--- src/rtl/bullcow_arena.sv ---
// Multi-player Bulls-and-Cows engine.
// Players enter distinct-digit secrets in turn, then guess round-robin; player p attacks
// the secret of player (p+1) mod NUM_PLAYERS. Results are registered with a valid strobe
// and per-player scores persist across rounds until reset.
// Optional macro BULLCOW_TRY_LIMIT_EN adds a per-round try limit that ends in a DRAW state.
module bullcow_arena #(
  parameter int unsigned NUM_DIGITS  = 4,
  parameter int unsigned DIGIT_W     = 4,
  parameter int unsigned NUM_PLAYERS = 2,
  parameter int unsigned SCORE_W     = 8,
  parameter int unsigned MAX_TRIES   = 8,
  localparam int unsigned EW = NUM_DIGITS * DIGIT_W,
  localparam int unsigned CW = $clog2(NUM_DIGITS + 1),
  localparam int unsigned PW = ($clog2(NUM_PLAYERS) > 1) ? $clog2(NUM_PLAYERS) : 1
) (
  input  logic                           clock,
  input  logic                           reset,
  input  logic                           enter,
  input  logic [EW-1:0]                  guess_in,
  output logic [2:0]                     game_state,
  output logic [PW-1:0]                  cur_player,
  output logic [CW-1:0]                  bull_count,
  output logic [CW-1:0]                  cow_count,
  output logic                           result_valid,
  output logic                           invalid_entry,
  output logic [PW-1:0]                  winner,
  output logic [NUM_PLAYERS*SCORE_W-1:0] scores
);

  typedef enum logic [2:0] {
    StSetup = 3'b000,
    StGuess = 3'b010,
    StCheck = 3'b011,
    StDraw  = 3'b110,
    StEnd   = 3'b111
  } state_e;

  state_e             state_q, state_d;
  logic [PW-1:0]      cur_q, cur_d, winner_q, winner_d, next_player;
  logic [CW-1:0]      bull_q, bull_d, cow_q, cow_d, bulls, cows;
  logic               rv_q, rv_d, inv_q, inv_d;
  logic               enter_q, cmd, entry_valid, secret_we, score_inc;
  logic [EW-1:0]      guess_q, guess_d, target;
  logic [EW-1:0]      secret_q [NUM_PLAYERS];
  logic [SCORE_W-1:0] score_q [NUM_PLAYERS];

`ifdef BULLCOW_TRY_LIMIT_EN
  localparam int unsigned TotalTries = NUM_PLAYERS * MAX_TRIES;
  localparam int unsigned TW = ($clog2(TotalTries) > 1) ? $clog2(TotalTries) : 1;
  logic [TW-1:0] tries_q, tries_d;
`else
  logic unused_max_tries;
  assign unused_max_tries = (MAX_TRIES != 0);
`endif

  assign cmd = enter & ~enter_q;

  // Explicit wrap so non-power-of-2 player counts cycle correctly.
  assign next_player = (cur_q == PW'(NUM_PLAYERS - 1)) ? '0 : cur_q + PW'(1);
  assign target      = secret_q[next_player];

  // An entry is valid only if every digit differs from every other digit.
  always_comb begin
    entry_valid = 1'b1;
    for (int i = 0; i < NUM_DIGITS; i++) begin
      for (int j = i + 1; j < NUM_DIGITS; j++) begin
        if (guess_in[i*DIGIT_W +: DIGIT_W] == guess_in[j*DIGIT_W +: DIGIT_W]) begin
          entry_valid = 1'b0;
        end
      end
    end
  end

  // Bull/cow scoring of the registered guess against the attacked secret.
  always_comb begin
    bulls = '0;
    cows  = '0;
    for (int i = 0; i < NUM_DIGITS; i++) begin
      for (int j = 0; j < NUM_DIGITS; j++) begin
        if (guess_q[i*DIGIT_W +: DIGIT_W] == target[j*DIGIT_W +: DIGIT_W]) begin
          if (i == j) bulls = bulls + CW'(1);
          else        cows  = cows + CW'(1);
        end
      end
    end
  end

  // Game FSM next-state and registered-output updates.
  always_comb begin
    state_d   = state_q;
    cur_d     = cur_q;
    winner_d  = winner_q;
    bull_d    = bull_q;
    cow_d     = cow_q;
    guess_d   = guess_q;
    rv_d      = 1'b0;
    inv_d     = 1'b0;
    secret_we = 1'b0;
    score_inc = 1'b0;
`ifdef BULLCOW_TRY_LIMIT_EN
    tries_d   = tries_q;
`endif
    unique case (state_q)
      StSetup: begin
`ifdef BULLCOW_TRY_LIMIT_EN
        tries_d = '0;
`endif
        if (cmd) begin
          if (!entry_valid) begin
            inv_d = 1'b1;
          end else begin
            secret_we = 1'b1;
            if (cur_q == PW'(NUM_PLAYERS - 1)) begin
              cur_d   = '0;
              state_d = StGuess;
            end else begin
              cur_d = cur_q + PW'(1);
            end
          end
        end
      end
      StGuess: begin
        if (cmd) begin
          if (!entry_valid) begin
            inv_d = 1'b1;
          end else begin
            guess_d = guess_in;
            state_d = StCheck;
          end
        end
      end
      StCheck: begin
        rv_d   = 1'b1;
        bull_d = bulls;
        cow_d  = cows;
        if (bulls == CW'(NUM_DIGITS)) begin
          winner_d  = cur_q;
          score_inc = 1'b1;
          state_d   = StEnd;
        end else begin
          cur_d   = next_player;
          state_d = StGuess;
`ifdef BULLCOW_TRY_LIMIT_EN
          tries_d = tries_q + TW'(1);
          if (tries_q == TW'(TotalTries - 1)) state_d = StDraw;
`endif
        end
      end
      StDraw, StEnd: begin
        if (cmd) begin
          cur_d   = '0;
          state_d = StSetup;
        end
      end
      default: state_d = StSetup;
    endcase
  end

  // State, result and history registers.
  always_ff @(posedge clock or posedge reset) begin
    if (reset) begin
      state_q  <= StSetup;
      cur_q    <= '0;
      winner_q <= '0;
      bull_q   <= '0;
      cow_q    <= '0;
      guess_q  <= '0;
      rv_q     <= 1'b0;
      inv_q    <= 1'b0;
      enter_q  <= 1'b0;
`ifdef BULLCOW_TRY_LIMIT_EN
      tries_q  <= '0;
`endif
    end else begin
      state_q  <= state_d;
      cur_q    <= cur_d;
      winner_q <= winner_d;
      bull_q   <= bull_d;
      cow_q    <= cow_d;
      guess_q  <= guess_d;
      rv_q     <= rv_d;
      inv_q    <= inv_d;
      enter_q  <= enter;
`ifdef BULLCOW_TRY_LIMIT_EN
      tries_q  <= tries_d;
`endif
    end
  end

  // Per-player secrets and saturating scores.
  always_ff @(posedge clock or posedge reset) begin
    if (reset) begin
      for (int p = 0; p < NUM_PLAYERS; p++) begin
        secret_q[p] <= '0;
        score_q[p]  <= '0;
      end
    end else begin
      for (int p = 0; p < NUM_PLAYERS; p++) begin
        if (secret_we && cur_q == PW'(p)) secret_q[p] <= guess_in;
        if (score_inc && cur_q == PW'(p) && score_q[p] != '1) begin
          score_q[p] <= score_q[p] + SCORE_W'(1);
        end
      end
    end
  end

  for (genvar p = 0; p < NUM_PLAYERS; p++) begin : g_scores
    assign scores[p*SCORE_W +: SCORE_W] = score_q[p];
  end

  assign game_state    = state_q;
  assign cur_player    = cur_q;
  assign bull_count    = bull_q;
  assign cow_count     = cow_q;
  assign result_valid  = rv_q;
  assign invalid_entry = inv_q;
  assign winner        = winner_q;

endmodule

--- config.mk ---
export PLATFORM = sky130hd
export DESIGN_NAME = bullcow_arena
export DESIGN_NICKNAME = d
export VERILOG_FILES = /design/src/rtl/bullcow_arena.sv
export SDC_FILE = /design/constraint.sdc
export NUM_CORES = 1
export LEC_CHECK = 0
export ABC_CLOCK_PERIOD_IN_PS = 6400
export CAP_MARGIN = 30
export CORE_UTILIZATION = 45
export CTS_CLUSTER_DIAMETER = 30
export CTS_CLUSTER_SIZE = 25
export DETAILED_ROUTE_END_ITERATION = 8
export HOLD_SLACK_MARGIN = 0.08
export PLACE_DENSITY = 0.67
export SLEW_MARGIN = 20
export SYNTH_ARGS = -nofsm -noshare
export SYNTH_HDL_FRONTEND = slang
export SYNTH_SLANG_ARGS = --single-unit
--- constraint.sdc ---
create_clock -name clock -period 6.4 [get_ports clock]
set_input_delay 1.28 -clock clock [delete_from_list [all_inputs] [get_ports clock]]
set_output_delay 1.28 -clock clock [all_outputs]
set_load 0.02 [all_outputs]
==> summary.txt <==
Outcome
  • Status: finished, violations left
  • Violated checks: setup timing

Yosys
  • Seq/Total Area, Yosys: a little under two fifths
  • Cell type with the largest total area after synthesis: dfrtp_1
  • Post-synth EDFFs: 0
  • Compound-Gate Fraction of Synth Area: 4.214%
  • Mapped Area: 0.005226 mm²
  • Main combinational cell family by area after synthesis: XOR/XNOR gates
  • Mapped Nets: slightly above 500
  • Top FF cell, synth: dfrtp_1
  • YS warnings: 0
  • Mapped Cells: about 470
  • #FFs+latches synth: 78
  • Avg Inst Size Synth: 11.17 µm²
  • Largest cells by area after synthesis: dfrtp_1 (37%), xnor2_1 (16%), mux2_1 (8.0%), ha_1 (3.8%), xor2_1 (3.5%)
  • Synth Area in Adders: roughly 3.8%
  • Share of the synthesized area in the top cell type: 37.35%
  • Mux cell area share after synthesis: approximately 17%
  • Synth Area in Simple Gates: between 10% and 20%
  • Post-synthesis xor/xnor area fraction: a little under a quarter
  • Yosys cell types: 47
  • Post-synth ARST share: 100.0%

Detailed routing
  • Avg WL per Cell: 17.51 µm
  • Drt first pass iters: 5
  • 1st-iter DRT viols: roughly 150
  • DR vias: roughly 3600
  • Routed Antenna Nets: 0
  • Vias/cell: 5.338
  • DRC: 0
  • Detailed Route WL: between 10000 and 15000 µm

Floorplanning
  • # IOs: 48
  • Die Ht: 109.8 µm
  • Chip width: 109.8 µm
  • Row count: 38
  • Die ar.: 0.01205 mm²
  • Starting Density: 47.18%
  • Core ar.: 0.01108 mm²

Timing
  • Slew margin rel.: 33.90%
  • Worst Skew: around 0.0087 ns
  • FMAX: 149.7 MHz
  • Fin crit period: approximately 6.7 ns
  • Worst Max-Slew Pin Slew: approximately 0.98 ns
  • Final hold vios: 0
  • Period utilization: 104.4%
  • # setup viols final: 1
  • Post-route setup slack: -0.2798 ns
  • RSZ-0062 raised after global routing: yes
  • Final Max Tran Viols: 0

Finish
  • Final cell count without fillers: 680
  • Most frequent cells in the layout: xnor2_1 (94), dfrtp_1 (77), buf_4 (48), clkdlybuf4s50_1 (47), mux2_1 (37)
  • Area Growth Syn to Fin: 26.74%
  • Final Instance Area: 0.006624 mm²
  • Most common cell after layout, fill and taps aside: xnor2_1
  • Share of layout cells above drive strength 1: 26.11%
  • N_diodes: 0
  • Final Util: 59.79%
  • Nets: 570

Worst hold path
  • WHS Endpoint: cow_count[2]
  • HP Class: reg2reg
  • Hold Startpoint: cow_count[2]
  • WHS Path Cells: 2

Placed design
  • Final Wtd Congestion: just over 0.8
  • DP Area: 0.006132 mm²
  • PortBufs: between 40 and 50
  • Dpl cells: around 660
  • Setup WS pre-CTS: -0.4375 ns
  • Dpl hpwl: approximately 9000 µm

Global routing
  • Total GRT Usage: between 20% and 30%
  • Initial antenna violation count: 0
  • Largest net degree at the start of global routing: 50
  • Vias in the first global route: roughly 3800
  • Grt ovf: 0
  • First-pass GRT wire length: 19440 µm

Clock network
  • CTS tree: done
  • CTS Sinks: 78
  • Clock Path Buffers: 2
  • CTS H-tree depth: 3
  • CTS Root Cell: clkbuf_16
  • CTS Hold Bufs: 0
  • Latest clock arrival within the worst-skew pair: about 0.34 ns
  • CTS clk-pin slew, worst paths: about 0.06 ns
  • Total CTS buffers: 9

Critical path
  • Critical path type: reg2reg
  • CP Max Fanout: 3
  • Critical Path AT: slightly below 7 ns
  • R2R Setup Slk: -0.28 ns
  • Worst reg2reg startpoint: cur_player
  • CP startpoint kind: flop
  • Reg-to-Reg End: cow_count[2]
  • Worst r2r path cells: 40
  • CP dominant cell by count: ha_1
  • WP data required: 6.61 ns
  • Crit. End Element: flop
  • Slowest stage delay, CP: around 0.57 ns
  • Crit-path slowest cell: or4_4
  • Worst setup startpoint: cur_player

Run
  • Max cap viols: 0
[cell usage after synthesis (2+ instances only)]
master and count:
a211oi_1 2, mux2i_4 6, mux2_1 37, o31ai_1 2, xnor3_2 2, xnor2_2 2, ha_1 16, buf_4 2
xor2_1 21, inv_1 17, and3_1 3, o21ai_1 6, mux2i_1 9, mux2i_2 4, nor4_4 5, nor4_1 5
o41ai_1 3, nand4_1 13, nand2_1 33, dfrtp_1 78, nor3_1 3, or4_1 7, nor2_1 6, o21ai_0 6
a21oi_1 6, nand3_1 4, mux2_2 15, xnor2_1 97, clkbuf_1 18, o211ai_1 2, buf_12 2, buf_1 18
nor4_2 4
[repair_timing]
action,CTS,global route
setup endpoints to repair,1,2
resized for setup,9,14
pin swaps,14,19
buffers inserted,13,0
[flip-flops by register name, summed over array words and instances (netlist names)]
| register | flops |
|---|---|
| guess_q | 16 |
| cur_player | 1 |
| result_valid | 1 |
| bull_count | 3 |
| cow_count | 3 |
| game_state | 3 |
| winner | 1 |
| invalid_entry | 1 |
| secret_q | 32 |
| scores | 16 |
| enter_q | 1 |
[worst max-delay path: cells and delay by family (launching register included)]
kind | cells | cell delay, ns
flops | 1 | 0.45
mux | 1 | 0.19
compound gates | 8 | 0.60
fa+ha+maj | 10 | 2.72
simple gates | 10 | 1.18
buf+inv | 5 | 0.42
xor+xnor | 6 | 0.99
[cell type report]
type | instances | area [µm²]
flip-flops and latches | 78 | 1953
fillers | 906 | 4454
multi-input cells | 331 | 3213
clock inverters | 5 | 82.58
inverters | 17 | 66.31
well taps | 140 | 175.2
repair buffers | 98 | 890.9
clock buffers | 11 | 242.7
[through the flow]
stage | hold slack, ns | setup TNS, ns
final | 0.4858 | -0.2798
after global routing | 0.5102 | -0.7757
after CTS | 0.4911 | -0.4071
after detailed placement | 0.4776 | -0.4375
after global placement | 0.4627 | -0.1467
after floorplan | 0.4775 | -0.2240
[how the worst max path moves through the flow]
stage / endpoint / slack, ns
final: cow_count[2] / -0.28
after global routing: cow_count[2] / -0.65
after CTS: cow_count[2] / -0.36
after detailed placement: cow_count[2] / -0.44
after global placement: cow_count[2] / -0.15
after floorplan: cow_count[2] / -0.22
[logic make-up (layout without fill, tap and decap cells)]
family,Yosys count,after routing
fa+ha+maj,16,16
xor+xnor,125,125
compound gates,33,33
mux,71,71
flops,78,78
simple gates,86,86
buf+inv,59,131
[routing by layer]
metal / up-vias / global-route usage [%] / part of all wire [%]
met4: 0 / 8.476 / 2.1
met1: 1825 / 28.59 / 47
li1: 1731 / - / -
met2: 57 / 36.30 / 48
met3: 17 / 4.031 / 2.8
met5: - / 0 / 0
Power is not shown: default switching activity piles up to over one toggle a cycle in this logic, so the estimate is an artifact.
